[config.mk]
export PLATFORM = sky130hd
export DESIGN_NAME = ps2_barcode_rx
export DESIGN_NICKNAME = d
export VERILOG_FILES = /design/src/rtl/ps2_barcode_rx.sv
export SDC_FILE = /design/constraint.sdc
export NUM_CORES = 1
export LEC_CHECK = 0
export CORE_AREA = 2 2 121 170
export CTS_BUF_LIST = sky130_fd_sc_hd__clkbuf_2 sky130_fd_sc_hd__clkbuf_4 sky130_fd_sc_hd__clkbuf_8
export CTS_CLUSTER_DIAMETER = 100
export DETAILED_ROUTE_END_ITERATION = 6
export DIE_AREA = 0 0 123 172
export GPL_TIMING_DRIVEN = 0
export PLACE_DENSITY_LB_ADDON = 0.1
export SLEW_MARGIN = 20
export SYNTH_ARGS = -nofsm -noshare
export SYNTH_HDL_FRONTEND = slang
export SYNTH_SLANG_ARGS = --single-unit
export TNS_END_PERCENT = 100
[constraint.sdc]
create_clock -name clk -period 2.1 [get_ports clk]
set_clock_uncertainty 0.15 [all_clocks]
set_input_delay 0.63 -clock clk [delete_from_list [all_inputs] [get_ports clk]]
set_output_delay 0.63 -clock clk [all_outputs]
set_load 0.02 [all_outputs]
[src/rtl/ps2_barcode_rx.sv]
`default_nettype none
// ============================================================================
// Module      : ps2_barcode_rx
// Description : PS/2 keyboard-wedge receiver for the barcode scanner. Decodes
//               digit and Enter make codes and assembles a 13-digit ASCII
//               ticket code into ps2_register. ps2_key1 is a level that stays
//               high while a complete code is held, until scan_clr or rst.
//               Optional feature macro: PS2_KEYPAD_EN (numeric keypad digits
//               and keypad Enter E0 5A are also accepted).
// Revision    : 1.0 - initial release
// ============================================================================
module ps2_barcode_rx #(
    parameter int TIMEOUT_CYC = 50000
) (
    input  logic         clk,
    input  logic         rst,
    input  logic         ps2_clk,
    input  logic         ps2_data,
    input  logic         scan_clr,
    output logic [103:0] ps2_register,
    output logic         ps2_key1,
    output logic [3:0]   digit_cnt,
    output logic         frame_err,
    output logic         len_err
);

    localparam int                c_TO_W    = $clog2(TIMEOUT_CYC + 1);
    localparam logic [c_TO_W-1:0] c_TO_LAST = c_TO_W'(TIMEOUT_CYC - 1);

    localparam logic [7:0] c_CODE_BREAK = 8'hF0;
    localparam logic [7:0] c_CODE_EXT   = 8'hE0;
    localparam logic [7:0] c_CODE_ENTER = 8'h5A;
    localparam logic [3:0] c_FULL_CNT   = 4'd13;

    localparam logic [1:0] c_st_idle      = 2'd0;
    localparam logic [1:0] c_st_break     = 2'd1;
    localparam logic [1:0] c_st_ext       = 2'd2;
    localparam logic [1:0] c_st_ext_break = 2'd3;

    // synchronizers and falling-edge history
    logic r_clk_s1, r_clk_s2, r_clk_prev;
    logic r_dat_s1, r_dat_s2;
    logic w_fall;

    // frame receiver
    logic [3:0]        r_bit_cnt;
    logic [10:0]       r_shift;
    logic [c_TO_W-1:0] r_to_cnt;
    logic              r_frame_done;

    // byte check / decode
    logic [7:0] w_data;
    logic       w_frame_ok;
    logic       w_byte_vld;
    logic       w_byte_bad;
    logic       w_is_digit;
    logic [7:0] w_ascii;
    logic       w_enter_ext;
    logic       w_do_digit;
    logic       w_do_enter;

    // decoder state and registered outputs
    logic [1:0]   r_state;
    logic [103:0] r_reg;
    logic         r_key;
    logic [3:0]   r_cnt;
    logic         r_frame_err;
    logic         r_len_err;

    // Two-flop synchronizers on the asynchronous PS/2 pins, plus one extra
    // stage of clock history for falling-edge detection (idle level is 1).
    always_ff @(posedge clk) begin
        if (rst) begin
            r_clk_s1   <= 1'b1;
            r_clk_s2   <= 1'b1;
            r_clk_prev <= 1'b1;
            r_dat_s1   <= 1'b1;
            r_dat_s2   <= 1'b1;
        end else begin
            r_clk_s1   <= ps2_clk;
            r_clk_s2   <= r_clk_s1;
            r_clk_prev <= r_clk_s2;
            r_dat_s1   <= ps2_data;
            r_dat_s2   <= r_dat_s1;
        end
    end

    assign w_fall = r_clk_prev & ~r_clk_s2;

    // Shift in one bit per falling edge; flag a complete 11-bit frame and
    // drop a stalled partial frame once the idle timeout expires.
    always_ff @(posedge clk) begin
        if (rst) begin
            r_bit_cnt    <= 4'd0;
            r_shift      <= 11'd0;
            r_to_cnt     <= '0;
            r_frame_done <= 1'b0;
        end else begin
            r_frame_done <= 1'b0;
            if (w_fall) begin
                // LSB-first frame: after 11 shifts start sits in [0], stop in [10]
                r_shift  <= {r_dat_s2, r_shift[10:1]};
                r_to_cnt <= '0;
                if (r_bit_cnt == 4'd10) begin
                    r_bit_cnt    <= 4'd0;
                    r_frame_done <= 1'b1;
                end else begin
                    r_bit_cnt <= r_bit_cnt + 4'd1;
                end
            end else if (r_bit_cnt != 4'd0) begin
                if (r_to_cnt == c_TO_LAST) begin
                    r_bit_cnt <= 4'd0;
                    r_to_cnt  <= '0;
                end else begin
                    r_to_cnt <= r_to_cnt + c_TO_W'(1);
                end
            end else begin
                r_to_cnt <= '0;
            end
        end
    end

    // Frame is good when start=0, odd parity over data+parity, stop=1.
    assign w_data     = r_shift[8:1];
    assign w_frame_ok = ~r_shift[0] & (^r_shift[9:1]) & r_shift[10];
    assign w_byte_vld = r_frame_done & w_frame_ok;
    assign w_byte_bad = r_frame_done & ~w_frame_ok;

    // Map make codes to ASCII digits.
    always_comb begin
        w_is_digit = 1'b1;
        w_ascii    = 8'h00;
        case (w_data)
            8'h45: w_ascii = 8'h30;
            8'h16: w_ascii = 8'h31;
            8'h1E: w_ascii = 8'h32;
            8'h26: w_ascii = 8'h33;
            8'h25: w_ascii = 8'h34;
            8'h2E: w_ascii = 8'h35;
            8'h36: w_ascii = 8'h36;
            8'h3D: w_ascii = 8'h37;
            8'h3E: w_ascii = 8'h38;
            8'h46: w_ascii = 8'h39;
`ifdef PS2_KEYPAD_EN
            8'h70: w_ascii = 8'h30;
            8'h69: w_ascii = 8'h31;
            8'h72: w_ascii = 8'h32;
            8'h7A: w_ascii = 8'h33;
            8'h6B: w_ascii = 8'h34;
            8'h73: w_ascii = 8'h35;
            8'h74: w_ascii = 8'h36;
            8'h6C: w_ascii = 8'h37;
            8'h75: w_ascii = 8'h38;
            8'h7D: w_ascii = 8'h39;
`endif
            default: w_is_digit = 1'b0;
        endcase
    end

`ifdef PS2_KEYPAD_EN
    // keypad Enter arrives as E0 5A
    assign w_enter_ext = (r_state == c_st_ext);
`else
    assign w_enter_ext = 1'b0;
`endif

    assign w_do_digit = w_byte_vld & (r_state == c_st_idle) & w_is_digit;
    assign w_do_enter = w_byte_vld & (w_data == c_CODE_ENTER) &
                        ((r_state == c_st_idle) | w_enter_ext);

    // Prefix-tracking decoder plus the code register, key level and error
    // pulses; scan_clr beats a same-cycle digit/Enter update.
    always_ff @(posedge clk) begin
        if (rst) begin
            r_state     <= c_st_idle;
            r_reg       <= 104'd0;
            r_key       <= 1'b0;
            r_cnt       <= 4'd0;
            r_frame_err <= 1'b0;
            r_len_err   <= 1'b0;
        end else begin
            r_frame_err <= w_byte_bad;
            r_len_err   <= 1'b0;

            if (w_byte_vld) begin
                case (r_state)
                    c_st_idle: begin
                        if (w_data == c_CODE_BREAK)
                            r_state <= c_st_break;
                        else if (w_data == c_CODE_EXT)
                            r_state <= c_st_ext;
                    end
                    c_st_ext: begin
                        if (w_data == c_CODE_BREAK)
                            r_state <= c_st_ext_break;
                        else
                            r_state <= c_st_idle;
                    end
                    default: r_state <= c_st_idle;
                endcase
            end

            if (scan_clr) begin
                r_key <= 1'b0;
                r_reg <= 104'd0;
                r_cnt <= 4'd0;
            end else if (!r_key) begin
                if (w_do_digit) begin
                    r_reg <= {r_reg[95:0], w_ascii};
                    if (r_cnt != c_FULL_CNT)
                        r_cnt <= r_cnt + 4'd1;
                end else if (w_do_enter) begin
                    if (r_cnt == c_FULL_CNT) begin
                        r_key <= 1'b1;
                    end else begin
                        r_len_err <= 1'b1;
                        r_reg     <= 104'd0;
                        r_cnt     <= 4'd0;
                    end
                end
            end
        end
    end

    assign ps2_register = r_reg;
    assign ps2_key1     = r_key;
    assign digit_cnt    = r_cnt;
    assign frame_err    = r_frame_err;
    assign len_err      = r_len_err;

endmodule
`default_nettype wire

==> load_flow_metrics.sql <==
INSERT INTO impl_metrics (metric_group, metric, value, unit) VALUES
('run_status', 'outcome', 'complete, but fails checks', ''),
('run_status', 'failed_checks', 'negative setup slack', ''),
('drt', 'drt_pre_antenna_iters', '4', ''),
('place', 'dpl_cell_area', '6230', 'sq um'),
('floorplan', 'design.portCount', '116', ''),
('floorplan', 'placementRows', '61', ''),
('clock_network', 'cts_tree', 'built', ''),
('sta', 'final_critical_path_setup_slack', '-0.209', 'ns'),
('floorplan', 'coreArea', '19700', 'sq um'),
('drt', 'route.vias.total', '4328', ''),
('logic_synthesis', 'ys_dominant_reg_cell', 'sky130_fd_sc_hd__dfxtp_1', ''),
('grt', 'grt.total_usage', '14.2', '%'),
('sta', 'timing.final.crit_share', '110', '%'),
('grt', 'grt_pass1_vias', '4381', ''),
('logic_synthesis', 'synth_top_area_share', '45.8', '%'),
('critical_path', 'reg2regPathDepth', '10', ''),
('sta', 'rsz_0062_raised_after_global_routing', 'true', ''),
('sta', 'finalMaxSlewViolations', '0', ''),
('clock_network', 'cts-root-buf', 'sky130_fd_sc_hd__clkbuf_8', ''),
('drt', 'avgRoutedWirePerCell', '15.1', 'microns'),
('final_layout', 'instances_no_fill', '970', ''),
('critical_path', 'timing.critical_path.to', 'ps2_register[13]', ''),
('drt', 'drt_iter0_drc', '167', ''),
('final_layout', 'layout.cells.most_common', 'sky130_fd_sc_hd__dfxtp_1', ''),
('sta', 'max-slew-margin-rel', '62.4', '%'),
('critical_path', 'crit_path_cell_count', '10', ''),
('floorplan', 'dieHeight', '172', 'microns'),
('place', 'port-buffer-count', '88', ''),
('sta', 'worst_margin_slew', '0.564', 'ns'),
('grt', 'wire_length_of_the_first_global_routing_pass', '23000', 'microns'),
('logic_synthesis', 'synthesis.area', '4850', 'sq um'),
('place', 'dp_cells', '908', ''),
('drt', 'drc', '0', ''),
('grt', 'grt_start_max_net_pins', '22', ''),
('critical_path', 'path_cells', 'inv_2, ha_4, xnor3_2, o21a_4, buf_6, a21oi_4, buf_12, buf_12, buf_16, o22ai_2', ''),
('logic_synthesis', 'syn_avg_cell_area', '8.93', 'sq um'),
('logic_synthesis', 'synth_enable_flop_cells', '0', ''),
('sta', 'fin_tns_setup', '-10.13', 'ns'),
('critical_path', 'worst_setup_path_start_kind', 'flip-flop', ''),
('final_layout', 'net_count_final', '738', ''),
('sta', 'finalSetupViolations', '70', ''),
('critical_path', 'worst_setup_path_startpoint', 'r_shift[1]', ''),
('final_layout', 'drive_above_1_share', '30.8', '%'),
('logic_synthesis', 'netlist_top_cells_area', 'sky130_fd_sc_hd__dfxtp_1 (46%), sky130_fd_sc_hd__nand2_1 (7.7%), sky130_fd_sc_hd__o22ai_1 (7.5%)', ''),
('critical_path', 'cp_max_fo', '8', ''),
('logic_synthesis', 'ys_ff_latch', '111', ''),
('critical_path', 'regToRegSetupSlack', '-0.21', 'ns'),
('clock_network', 'cts_buffer_count', '9', ''),
('critical_path', 'critPathKind', 'flip-flop to flip-flop', ''),
('final_layout', 'area.growth.synth_to_final', '53.4', '%'),
('floorplan', 'chipWidth', '123', 'microns'),
('run', 'max_cap_violations', '0', ''),
('critical_path', 'cp_data_arrival_time', '2.47', 'ns'),
('final_layout', 'layout_common_cells', 'sky130_fd_sc_hd__dfxtp_1 (100), sky130_fd_sc_hd__nand2_1 (98), sky130_fd_sc_hd__dlygate4sd2_1 (85), sky130_fd_sc_hd__buf_4 (67), sky130_fd_sc_hd__o22ai_2 (40)', ''),
('critical_path', 'worst_ep_required_time', '2.26', 'ns'),
('critical_path', 'critPathTopFamily', 'buffers and inverters', ''),
('drt', 'viasPerCell', '4.46', ''),
('pwr', 'p_leak', '3.03', 'nW'),
('place', 'detailed_place_hpwl', '10600', 'microns'),
('pwr', 'ir_drop', '0.254', 'mV'),
('final_layout', 'stdcell_area', '7440', 'sq um'),
('final_layout', 'antennaDiodeCount', '0', ''),
('logic_synthesis', 'netlist_instances', '543', ''),
('grt', 'antenna_found_initial', '0', ''),
('place', 'finalWeightedCongestion', '0.815', ''),
('drt', 'route.antenna.remaining_nets', '0', ''),
('logic_synthesis', 'ys_warn_count', '0', ''),
('floorplan', 'design.die.area', '21200', 'sq um'),
('logic_synthesis', 'synthArstFlopShare', '0', '%'),
('clock_network', 'number_of_buffers_inserted_by_hold_repair_at_cts', '0', ''),
('sta', 'max_freq', '433', 'MHz');
[logic make-up after synthesis]
| kind of cell | share of synthesized area (%) |
|---|---|
| and+or+nand+nor | 18.6 |
| muxes | 0.619 |
| buffers and inverters | 10.7 |
| other | 0.0773 |
| xor gates and xnor gates | 3.87 |
| adders and majority gates | 5.16 |
| DFF | 45.8 |
| AOI/OAI and AO/OA | 15.2 |
[cell type report]
class | instances | area (sq um)
fill | 2059 | 12300
multi-input combinational | 369 | 2690
sequential | 111 | 2250
timing repair buffer | 137 | 1380
buffer | 64 | 520
tap | 252 | 315
clock buffer | 9 | 124
inverter | 21 | 83.8
clock inverter | 7 | 77.6
[where the power goes]
group / switching (mW) / leakage [nW] / internal (mW)
combinational: 0.107 / 2.03 / 0.0563
clock: 0.844 / 0.0975 / 0.469
sequential: 0.00420 / 0.902 / 2.11
[per-stage QoR]
stage	utilization, %	setup WS, ns	hold WS [ns]	power [mW]
after detailed placement	31.6	-1.04	0.247	2.32
after global routing	37.8	-0.267	0.286	3.75
after CTS	37.2	-0.197	0.272	3.65
final	37.8	-0.209	0.271	3.59
after floorplan	-	-0.0112	0.239	2.29
after global placement	31.6	-1.01	0.245	2.32
[synthesized netlist by cell type (all sizes together) (3+ instances only)]
library cell,n
dfxtp,111
nand2,100
o22ai,64
buf,55
nor2,29
inv,21
a21oi,20
ha,20
nand3,18
clkbuf,12
xnor2,11
or2,8
xor2,7
nand4,6
o21ai,6
a22oi,4
nand2b,4
nor3,4
or3,4
mux2i,3
[flip-flops by register name (all words and copies together) (netlist names)]
register and count:
ps2_register 65, r_to_cnt 16, r_shift 11, digit_cnt 4, r_bit_cnt 4, r_state 2
frame_err 1, len_err 1, ps2_key1 1, r_clk_prev 1, r_clk_s1 1, r_clk_s2 1
r_dat_s1 1, r_dat_s2 1, r_frame_done 1
[worst reg2reg max path, cell delays in order (launching register included)]
cell	delay, ns
sky130_fd_sc_hd__dfxtp_2	0.35
sky130_fd_sc_hd__inv_2	0.05
sky130_fd_sc_hd__ha_4	0.23
sky130_fd_sc_hd__xnor3_2	0.42
sky130_fd_sc_hd__o21a_4	0.26
sky130_fd_sc_hd__buf_6	0.12
sky130_fd_sc_hd__a21oi_4	0.18
sky130_fd_sc_hd__buf_12	0.19
sky130_fd_sc_hd__buf_12	0.12
sky130_fd_sc_hd__buf_16	0.10
sky130_fd_sc_hd__o22ai_2	0.07
[repair_timing]
action | in CTS | in global routing
cloned | 9 | 0
buffers inserted | 35 | 5
gates resized for setup | 195 | 24
endpoints found under the setup margin | 168 | 83
pin swaps | 43 | 7
[worst min path at each step]
stage                        start        to  slack, ns  cells after the start
after floorplan           r_clk_s1  r_clk_s2       0.24                      1
after global placement    r_clk_s1  r_clk_s2       0.24                      1
after detailed placement  r_clk_s1  r_clk_s2       0.25                      1
after CTS                 r_clk_s1  r_clk_s2       0.27                      1
after global routing      r_clk_s1  r_clk_s2       0.29                      1
final                     r_clk_s1  r_clk_s2       0.27                      1
[per-layer routing]
metal  wire, microns  GRT usage (%)  vias up
li1                -              -     2161
met4             262           5.14        0
met3             695           2.80       19
met1            5610           14.8     2054
met5               0              0        -
met2            8100           27.4       94
(Power assumes the default switching activity.)
